[config.mk]
export PLATFORM = sky130hd
export DESIGN_NAME = addsub_pipe_flat
export DESIGN_NICKNAME = d
export VERILOG_FILES = /design/src/rtl/addsub_pipe_if.sv /design/src/rtl/addsub_pipe.sv /design/src/flat_wrapper.sv
export SDC_FILE = /design/constraint.sdc
export NUM_CORES = 1
export LEC_CHECK = 0
export CAP_MARGIN = 20
export CORE_MARGIN = 8
export CORE_UTILIZATION = 46
export DETAILED_ROUTE_END_ITERATION = 10
export PLACE_DENSITY = 0.84
export REMOVE_ABC_BUFFERS = 1
export SYNTH_ARGS = -nofsm -noshare
export SYNTH_HDL_FRONTEND = slang
export SYNTH_SLANG_ARGS = --single-unit
[constraint.sdc]
create_clock -name clk -period 2.4 [get_ports clk]
set_input_delay 0.48 -clock clk [delete_from_list [all_inputs] [get_ports clk]]
set_output_delay 0.48 -clock clk [all_outputs]
set_load 0.1 [all_outputs]
[src/rtl/addsub_pipe_if.sv]
// Valid/ready stream bundle for the pipelined adder/subtractor.
interface addsub_pipe_if #(
  parameter int unsigned WIDTH = 8
);
  logic             in_valid;
  logic             in_ready;
  logic [WIDTH-1:0] a;
  logic [WIDTH-1:0] b;
  logic [1:0]       op;
  logic             cin;
  logic             sgn;
  logic             sat;
  logic             out_valid;
  logic             out_ready;
  logic [WIDTH-1:0] result;
  logic             cout;
  logic             ovf;
  logic             zero;
  logic             neg;

  modport master (
    output in_valid, a, b, op, cin, sgn, sat, out_ready,
    input  in_ready, out_valid, result, cout, ovf, zero, neg
  );

  modport slave (
    input  in_valid, a, b, op, cin, sgn, sat, out_ready,
    output in_ready, out_valid, result, cout, ovf, zero, neg
  );
endinterface

[src/rtl/addsub_pipe.sv]
// Pipelined two's-complement adder/subtractor; the carry chain is cut into
// STAGES segments, one segment per register rank, whole-pipe stall.
module addsub_pipe #(
  parameter int unsigned WIDTH  = 8,
  parameter int unsigned STAGES = 2
) (
  input logic          clk,
  input logic          rst,
  addsub_pipe_if.slave bus
);
  localparam int unsigned SEG = WIDTH / STAGES;

  logic             advance;
  logic [WIDTH-1:0] fx;
  logic [WIDTH-1:0] fy;
  logic             fc;

  // Inputs to the last segment
  logic [SEG-1:0]   lx;
  logic [SEG-1:0]   ly;
  logic             lc;
  logic             lv;
  logic             lsgn;
  logic             lsat;
  logic [1:0]       lop;
  logic [SEG:0]     lseg;
  logic [WIDTH-1:0] raw;
  logic [WIDTH-1:0] res;
  logic             c_msb;
  logic             sovf;
  logic             is_sub;
  logic             ovf_sel;

  logic             out_valid_q;
  logic [WIDTH-1:0] result_q;
  logic             cout_q;
  logic             ovf_q;
  logic             zero_q;
  logic             neg_q;

  assign advance       = bus.out_ready | ~out_valid_q;
  assign bus.in_ready  = advance;
  assign bus.out_valid = out_valid_q;
  assign bus.result    = result_q;
  assign bus.cout      = cout_q;
  assign bus.ovf       = ovf_q;
  assign bus.zero      = zero_q;
  assign bus.neg       = neg_q;

  // Subtraction is X + ~Y + 1 with the operands ordered by op
  always_comb begin
    fx = bus.a;
    fy = bus.b;
    fc = 1'b0;
    case (bus.op)
      2'b01: begin
        fy = ~bus.b;
        fc = 1'b1;
      end
      2'b11: begin
        fx = bus.b;
        fy = ~bus.a;
        fc = 1'b1;
      end
      2'b10: fc = bus.cin;
      default: ;
    endcase
  end

  // Intermediate ranks: each adds one segment and keeps only unconsumed
  // operand bits and already produced sum bits.
  for (genvar s = 0; s < STAGES - 1; s++) begin : g_rank
    localparam int unsigned REM  = WIDTH - (s + 1) * SEG;
    localparam int unsigned DONE = (s + 1) * SEG;

    logic            v_q;
    logic            sgn_q;
    logic            sat_q;
    logic            c_q;
    logic [1:0]      op_q;
    logic [REM-1:0]  x_q;
    logic [REM-1:0]  y_q;
    logic [DONE-1:0] sum_q;

    logic [SEG-1:0]  sx;
    logic [SEG-1:0]  sy;
    logic            sc;
    logic [SEG:0]    seg;
    logic [REM-1:0]  fwd_x;
    logic [REM-1:0]  fwd_y;
    logic [DONE-1:0] fwd_sum;
    logic            fwd_v;
    logic            fwd_sgn;
    logic            fwd_sat;
    logic [1:0]      fwd_op;

    if (s == 0) begin : g_src
      assign sx      = fx[SEG-1:0];
      assign sy      = fy[SEG-1:0];
      assign sc      = fc;
      assign fwd_x   = fx[WIDTH-1:SEG];
      assign fwd_y   = fy[WIDTH-1:SEG];
      assign fwd_sum = seg[SEG-1:0];
      assign fwd_v   = bus.in_valid;
      assign fwd_sgn = bus.sgn;
      assign fwd_sat = bus.sat;
      assign fwd_op  = bus.op;
    end else begin : g_src
      assign sx      = g_rank[s-1].x_q[SEG-1:0];
      assign sy      = g_rank[s-1].y_q[SEG-1:0];
      assign sc      = g_rank[s-1].c_q;
      assign fwd_x   = g_rank[s-1].x_q[REM+SEG-1:SEG];
      assign fwd_y   = g_rank[s-1].y_q[REM+SEG-1:SEG];
      assign fwd_sum = {seg[SEG-1:0], g_rank[s-1].sum_q};
      assign fwd_v   = g_rank[s-1].v_q;
      assign fwd_sgn = g_rank[s-1].sgn_q;
      assign fwd_sat = g_rank[s-1].sat_q;
      assign fwd_op  = g_rank[s-1].op_q;
    end

    assign seg = {1'b0, sx} + {1'b0, sy} + (SEG+1)'(sc);

    // Rank register, holds on stall
    always_ff @(posedge clk or posedge rst) begin
      if (rst) begin
        v_q   <= 1'b0;
        sgn_q <= 1'b0;
        sat_q <= 1'b0;
        c_q   <= 1'b0;
        op_q  <= '0;
        x_q   <= '0;
        y_q   <= '0;
        sum_q <= '0;
      end else if (advance) begin
        v_q   <= fwd_v;
        sgn_q <= fwd_sgn;
        sat_q <= fwd_sat;
        c_q   <= seg[SEG];
        op_q  <= fwd_op;
        x_q   <= fwd_x;
        y_q   <= fwd_y;
        sum_q <= fwd_sum;
      end
    end
  end

  if (STAGES == 1) begin : g_last_src
    assign lx   = fx;
    assign ly   = fy;
    assign lc   = fc;
    assign lv   = bus.in_valid;
    assign lop  = bus.op;
    assign lsgn = bus.sgn;
    assign lsat = bus.sat;
    assign raw  = lseg[SEG-1:0];
  end else begin : g_last_src
    assign lx   = g_rank[STAGES-2].x_q;
    assign ly   = g_rank[STAGES-2].y_q;
    assign lc   = g_rank[STAGES-2].c_q;
    assign lv   = g_rank[STAGES-2].v_q;
    assign lop  = g_rank[STAGES-2].op_q;
    assign lsgn = g_rank[STAGES-2].sgn_q;
    assign lsat = g_rank[STAGES-2].sat_q;
    assign raw  = {lseg[SEG-1:0], g_rank[STAGES-2].sum_q};
  end

  assign lseg = {1'b0, lx} + {1'b0, ly} + (SEG+1)'(lc);

  // Overflow in the selected domain and saturation of the final result
  always_comb begin
    c_msb   = raw[WIDTH-1] ^ lx[SEG-1] ^ ly[SEG-1];
    sovf    = c_msb ^ lseg[SEG];
    is_sub  = (lop == 2'b01) || (lop == 2'b11);
    ovf_sel = lsgn ? sovf : (is_sub ? ~lseg[SEG] : lseg[SEG]);
    res     = raw;
    if (lsat && ovf_sel) begin
      if (lsgn) begin
        // Raw MSB set means the true result was positive
        res = raw[WIDTH-1] ? {1'b0, {(WIDTH-1){1'b1}}} : {1'b1, {(WIDTH-1){1'b0}}};
      end else begin
        res = is_sub ? '0 : '1;
      end
    end
  end

  // Output rank
  always_ff @(posedge clk or posedge rst) begin
    if (rst) begin
      out_valid_q <= 1'b0;
      result_q    <= '0;
      cout_q      <= 1'b0;
      ovf_q       <= 1'b0;
      zero_q      <= 1'b0;
      neg_q       <= 1'b0;
    end else if (advance) begin
      out_valid_q <= lv;
      result_q    <= res;
      cout_q      <= lseg[SEG];
      ovf_q       <= ovf_sel;
      zero_q      <= (res == '0);
      neg_q       <= res[WIDTH-1];
    end
  end
endmodule
[src/flat_wrapper.sv]
// flat-port wrapper written by rule: the top's interface ports become plain ports
module addsub_pipe_flat 
#(
  parameter int unsigned WIDTH  = 8,
  parameter int unsigned STAGES = 2
)
  (clk, rst, bus_in_valid, bus_a, bus_b, bus_op, bus_cin, bus_sgn, bus_sat, bus_out_ready, bus_in_ready, bus_out_valid, bus_result, bus_cout, bus_ovf, bus_zero, bus_neg);
  addsub_pipe_if #(.WIDTH(WIDTH)) bus_i ();
  input logic clk;
  input logic rst;
  input wire logic [$bits(bus_i.in_valid)-1:0] bus_in_valid;
  input wire logic [$bits(bus_i.a)-1:0] bus_a;
  input wire logic [$bits(bus_i.b)-1:0] bus_b;
  input wire logic [$bits(bus_i.op)-1:0] bus_op;
  input wire logic [$bits(bus_i.cin)-1:0] bus_cin;
  input wire logic [$bits(bus_i.sgn)-1:0] bus_sgn;
  input wire logic [$bits(bus_i.sat)-1:0] bus_sat;
  input wire logic [$bits(bus_i.out_ready)-1:0] bus_out_ready;
  output wire logic [$bits(bus_i.in_ready)-1:0] bus_in_ready;
  output wire logic [$bits(bus_i.out_valid)-1:0] bus_out_valid;
  output wire logic [$bits(bus_i.result)-1:0] bus_result;
  output wire logic [$bits(bus_i.cout)-1:0] bus_cout;
  output wire logic [$bits(bus_i.ovf)-1:0] bus_ovf;
  output wire logic [$bits(bus_i.zero)-1:0] bus_zero;
  output wire logic [$bits(bus_i.neg)-1:0] bus_neg;
  assign bus_i.in_valid = bus_in_valid;
  assign bus_i.a = bus_a;
  assign bus_i.b = bus_b;
  assign bus_i.op = bus_op;
  assign bus_i.cin = bus_cin;
  assign bus_i.sgn = bus_sgn;
  assign bus_i.sat = bus_sat;
  assign bus_i.out_ready = bus_out_ready;
  assign bus_in_ready = bus_i.in_ready;
  assign bus_out_valid = bus_i.out_valid;
  assign bus_result = bus_i.result;
  assign bus_cout = bus_i.cout;
  assign bus_ovf = bus_i.ovf;
  assign bus_zero = bus_i.zero;
  assign bus_neg = bus_i.neg;
  addsub_pipe #(.WIDTH(WIDTH), .STAGES(STAGES)) u_core (.clk(clk), .rst(rst), .bus(bus_i));
endmodule
# After elaboration in Yosys (flattened, before gate mapping)
# Index checks and enable logic that the tools add are counted.
[word_totals]
ff_bits = 31
latchBits = 0
ram_bits = 0
rom_bits = 0
input_bits = 25
output_inout_bits = 14
elab_cells = 44
mem_count = 0
[op_classes]
add_sub_neg = 4
multipliers = 0
div = 0
n_lt_le_gt_ge = 0
n_eq_ne = 5
shifts = 0
mux = 9
bitwise = 8
reduce_logical = 4
[ops]
columns = ["operator", "n"]
rows = [
  ["$mux 8", 5],
  ["$not 8->8", 2],
  ["$pmux 8 s2", 1],
  ["$add 4x4->5", 2],
  ["$add 5x1->5", 2],
  ["$logic_not 8->1", 1],
  ["$eq 2x2->1 const B", 3],
  ["$eq 2x1->1 const B", 2],
  ["$xor 1x1->1", 3],
  ["$mux 1", 2],
  ["$not 1->1", 2],
  ["$pmux 1 s2", 1],
  ["$reduce_or 2->1", 1],
  ["$logic_and 1x1->1", 1],
  ["$logic_or 1x1->1", 1],
  ["$or 1x1->1", 1],
]

# Logic depth before layout (Yosys ltp)
[logic_depth]
word_depth = 9
depth_mapped = 9
ltp_nobuf = 9

# Worst setup path after synthesis
# OpenSTA, ideal clock, no wires.
[synth_timing]
path_kind = "register to output"
start = "reg u_core.out_valid_q (netlist: u_core.bus.out_valid)"
end = "out bus_in_ready"
arrival_ns = 2.192
required_time_ns = 1.920
slack_ns = -0.272
stages_incl_launch_ff = 4
path_buffers = 1
cell_sequence = "dfrtp_1 -> nor2b_1 -> inv_1 -> clkbuf_1"
[synth_between]
elab_chain_cells = 2
[synth_rtl]
columns = ["item", "line_no", "source"]
rows = [
  ["from (decl)", "addsub_pipe.sv:34", "logic out_valid_q;"],
  ["from (signal assigned)", "addsub_pipe.sv:196", "out_valid_q <= lv;"],
  ["$not 1->1", "addsub_pipe.sv:41", "assign advance = bus.out_ready | ~out_valid_q;"],
  ["$or 1x1->1", "addsub_pipe.sv:41", ""],
  ["to (decl)", "flat_wrapper.sv:19", "output wire logic [$bits(bus_i.in_ready)-1:0] bus_in_ready;"],
]
# No other way between the ends.

# Worst setup path in the final report
[layout_timing]
start = "reg u_core.g_rank[0].c_q"
end = "reg u_core.result_q[4] (netlist: u_core.bus.result[4])"
[layout_between]
elab_chain_cells = 7
elab_cells_between_ends = 11
cone_classes = "1 x add/sub; 5 x mux; 4 x bitwise; 1 x reduce/logical"
[layout_rtl]
columns = ["item", "line_no", "source"]
rows = [
  ["from (decl)", "addsub_pipe.sv:79", "logic c_q;"],
  ["from (signal assigned)", "addsub_pipe.sv:138", "c_q <= seg[SEG];"],
  ["$add 5x1->5 *", "addsub_pipe.sv:167", "assign lseg = {1'b0, lx} + {1'b0, ly} + (SEG+1)'(lc);"],
  ["$xor 1x1->1 (2 in a row)", "addsub_pipe.sv:171", "c_msb = raw[WIDTH-1] ^ lx[SEG-1] ^ ly[SEG-1];"],
  ["$xor 1x1->1", "addsub_pipe.sv:172", "sovf = c_msb ^ lseg[SEG];"],
  ["$mux 1", "addsub_pipe.sv:174", "ovf_sel = lsgn ? sovf : (is_sub ? ~lseg[SEG] : lseg[SEG]);"],
  ["$logic_and 1x1->1", "addsub_pipe.sv:176", "if (lsat && ovf_sel) begin"],
  ["$mux 8 *", "addsub_pipe.sv:176", ""],
  ["to (signal assigned)", "addsub_pipe.sv:197", "result_q <= res;"],
  ["to (decl)", "addsub_pipe.sv:35", "logic [WIDTH-1:0] result_q;"],
]
# Mark *: on every way between the ends. The rest lies on a longest branch, timed or not.
# A chain may end at the register's enable or synchronous reset.

==> metrics.md <==
| Metric | Value |
|---|---|
| Share of layout cells above drive strength 1 | `0.290` |
| Final WS setup | `between 80 and 90 ps` |
| Antenna violations before repair | `0` |
| Slew @ Worst Pin | `between 400 and 500 ps` |
| Crit path kind | `flip-flop to flip-flop` |
| Initial core utilization | `0.470` |
| #FFs+latches synth | `29` |
| PortBufs | `38` |
| Largest net degree at the start of global routing | `30` |
| Met3 wire len | `approximately 280 microns` |
| Final Cycle Share | `0.966` |
| Clk sink count | `29` |
| Ys Warns | `0` |
| CTS tree | `yes` |
| Crit Path Max Fanout | `8` |
| Setup WS pre-CTS | `-250 ps` |
| Core Box Area | `between 3000 and 4000 sq um` |
| Diode count | `0` |
| Hold Path Depth | `2` |
| Critical Path Sink Type | `flip-flop` |
| Synth Cell Area | `1840 sq um` |
| Req. time, crit path | `between 2000 and 3000 ps` |
| WL per Instance | `about 14 microns` |
| Die ar. | `approximately 6300 sq um` |
| HPWL after DPL | `~3200 microns` |
| Vias in the first global route | `1,609` |
| Min Tclk post-route | `~2300 ps` |
| VDD IR-drop max | `approximately 380 uV` |
| Die height | `between 70 and 80 microns` |
| Max cap viols | `0` |
| First-pass GRT wire length | `roughly 7100 microns` |
| Number of I/O pins | `39` |
| Fmax | `about 0.43 GHz` |
| First-pass DRT Iterations | `4` |
| Slew Viols, Final | `0` |
| Root buffer cell | `clkbuf_8` |
| Row Count | `23` |
| Starting DRT DRC Count | `between 80 and 90` |
| Skew final | `around 4.1 ps` |
| Vias | `~1,500` |
| Status | `completed` |
| M1 wire length | `approximately 1800 microns` |
| Inserted Clock Buffers | `5` |
| GRT Util Overall | `0.141` |
| Reg2reg path depth | `9` |
| HP Class | `flip-flop to flip-flop` |
| Clk pin slew, worst setup/hold paths | `roughly 60 ps` |
| Final hold violations | `0` |
| DR top layer | `met4` |
| Clock Tree Buf Depth | `2` |
| RSZ-0062 raised after global routing | `true` |
| CP startpoint kind | `flip-flop` |
| Fin Setup TNS | `0 ps` |
| Synth Instances | `approximately 180` |
| Total power | `2.93 mW` |
| Post-synthesis cell type count | `36` |
| Final setup vio count | `0` |
| Leak | `between 1 and 1.5 nW` |
| Sequential area share after synthesis | `0.394` |
| Detailed-route DRC error count | `0` |
| Mapped Avg Cell Area | `10.2 sq um` |
| Hold WS | `roughly 460 ps` |
| Slew headroom | `0.729` |
| Met2 routed WL | `1960 microns` |
| DRT Wirelength | `about 4000 microns` |
| Final GP Congestion | `between 0.8 and 0.9` |
| Via/cell ratio | `5.26` |
| Nets@finish | `around 280` |
| Pwr Density | `around 1200 nW/um^2` |
| Remaining antenna violation count | `0` |
| H-tree depth | `2` |
| Critical path arrival | `between 2000 and 3000 ps` |
| DIE WIDTH | `approximately 79 microns` |
| Layout area overhead | `37.7%` |
| GRT overflow | `0` |
| Worst-skew pair later-pin latency | `roughly 280 ps` |
-- state kept, by name, summed over array words and instances (netlist names) --
register / cells
u_core.bus.out_valid: 1
u_core.g_rank.y_q: 4
u_core.g_rank.x_q: 4
u_core.bus.result: 7
u_core.bus.ovf: 1
u_core.bus.neg: 1
u_core.g_rank.v_q: 1
u_core.g_rank.op_q: 1
u_core.bus.cout: 1
u_core.bus.zero: 1
u_core.g_rank.c_q: 1
u_core.g_rank.sgn_q: 1
u_core.g_rank.sat_q: 1
u_core.g_rank.sum_q: 4
-- Yosys cell counts --
| cell type | count | share of area |
|---|---|---|
| nor3_4 | 1 | 0.0088 |
| nand3_1 | 7 | 0.019 |
| mux2_4 | 1 | 0.0082 |
| o41ai_2 | 1 | 0.0088 |
| nor2b_1 | 2 | 0.0068 |
| or3_1 | 1 | 0.0034 |
| nand2_1 | 30 | 0.061 |
| o211ai_1 | 1 | 0.0041 |
| clkbuf_1 | 6 | 0.012 |
| nand3b_1 | 1 | 0.0041 |
| inv_1 | 7 | 0.014 |
| or4_1 | 1 | 0.0041 |
| nor4b_1 | 1 | 0.0048 |
| o31a_1 | 1 | 0.0048 |
| ha_1 | 6 | 0.041 |
| dfrtp_1 | 29 | 0.39 |
| nand4_1 | 1 | 0.0034 |
| nor2_1 | 6 | 0.012 |
| a32oi_1 | 1 | 0.0048 |
| mux2_2 | 7 | 0.043 |
| buf_4 | 1 | 0.0041 |
| o221a_2 | 7 | 0.043 |
| buf_2 | 1 | 0.0027 |
| xor2_1 | 2 | 0.0095 |
| o2111ai_4 | 1 | 0.014 |
| a21oi_1 | 9 | 0.024 |
| o21ai_0 | 12 | 0.033 |
| and4_4 | 1 | 0.0061 |
| or2b_1 | 1 | 0.0041 |
| nand2b_1 | 2 | 0.0068 |
| xnor2_1 | 4 | 0.019 |
| and2_1 | 2 | 0.0068 |
| mux2i_1 | 19 | 0.10 |
| o311ai_0 | 1 | 0.0048 |
| a21o_1 | 3 | 0.012 |
| fa_1 | 4 | 0.044 |
-- worst paths after layout --
kind	startpoint	endpoint	slack, ps
setup / recovery	u_core.g_rank[0].c_q$_DFFE_PP0P_	u_core.bus.result[4]$_DFFE_PP0P_	80
hold / removal	u_core.g_rank[0].v_q$_DFFE_PP0P_	u_core.g_rank[0].v_q$_DFFE_PP0P_	460
setup reg to reg	u_core.g_rank[0].c_q$_DFFE_PP0P_	u_core.bus.result[4]$_DFFE_PP0P_	80
hold reg to reg	u_core.g_rank[0].v_q$_DFFE_PP0P_	u_core.g_rank[0].v_q$_DFFE_PP0P_	460
max in group asynchronous	rst	u_core.bus.result[4]$_DFFE_PP0P_	1560
min in group asynchronous	rst	u_core.g_rank[0].sat_q$_DFFE_PP0P_	570
-- cells in the final DEF, fill, tap and decap left out, types with 2 or more instances in the layout --
cell,n
buf_4,35
nand2_1,29
dfrtp_1,29
clkdlybuf4s50_1,24
mux2i_1,18
o21ai_0,12
a21oi_1,8
o221a_2,7
mux2_2,7
inv_1,6
nand3_1,6
nor2_1,6
ha_1,6
clkbuf_8,6
xnor2_1,4
a21o_1,3
nor2b_1,2
and2_1,2
nand2b_1,2
fa_1,2
fa_2,2
-- stage by stage --
| stage | utilization | cell area [sq um] | instances |
|---|---|---|---|
| floorplan | - | 1810 | 173 |
| global placement | 0.599 | 2350 | 277 |
| detailed placement | 0.599 | 2350 | 277 |
| CTS | 0.630 | 2470 | 285 |
| global route | 0.648 | 2530 | 291 |
| finish | 0.648 | 2530 | 291 |
-- where the power goes --
| part | total (mW) | internal (mW) | switching [mW] |
|---|---|---|---|
| clock network | 0.522 | 0.338 | 0.184 |
| logic | 1.67 | 0.528 | 1.14 |
| registers | 0.733 | 0.634 | 0.0998 |
-- routing by layer --
metal | track usage | vias up
met5 | 0 | -
met4 | 0.0704 | 0
met3 | 0.0474 | 7
met2 | 0.228 | 44
met1 | 0.163 | 715
li1 | - | 766
-- final cells by class --
cell class,instances,area (sq um)
Clock buffer,7,86.3
Timing Repair Buffer,60,523
Fill cell,333,1380
Sequential cell,29,726
Multi-Input combinational cell,137,1080
Clock inverter,1,30.0
Tap cell,50,62.6
Inverter,7,26.3
-- worst max-delay path, stage by stage, from the launching register on --
cell and delay [ps]:
dfrtp_1 390, fa_2 240, inv_2 40, fa_2 350
or2b_1 250, a21oi_2 200, nand3_1 100, mux2_4 290
o2111ai_4 140, o221a_2 240
-- logic make-up (layout without fill, tap and decap cells) --
group | Yosys count | count (layout) | synth area share
simple gates | 57 | 57 | 0.152
flops | 29 | 29 | 0.394
mux | 27 | 27 | 0.154
xor+xnor | 6 | 6 | 0.0286
buf+inv | 15 | 75 | 0.0333
compound gates | 37 | 37 | 0.154
fa+ha+maj | 10 | 10 | 0.0843
-- timing repair --
item | in CTS | in global routing
buffers inserted | 0 | 6
resized for setup | 1 | 7
pin swaps | 0 | 9
hold buffers | 0 | 0
endpoints found under the setup margin | 7 | 9
hold endpoints to repair | 0 | 0
No activity file was read; power rests on OpenSTA's default activity.
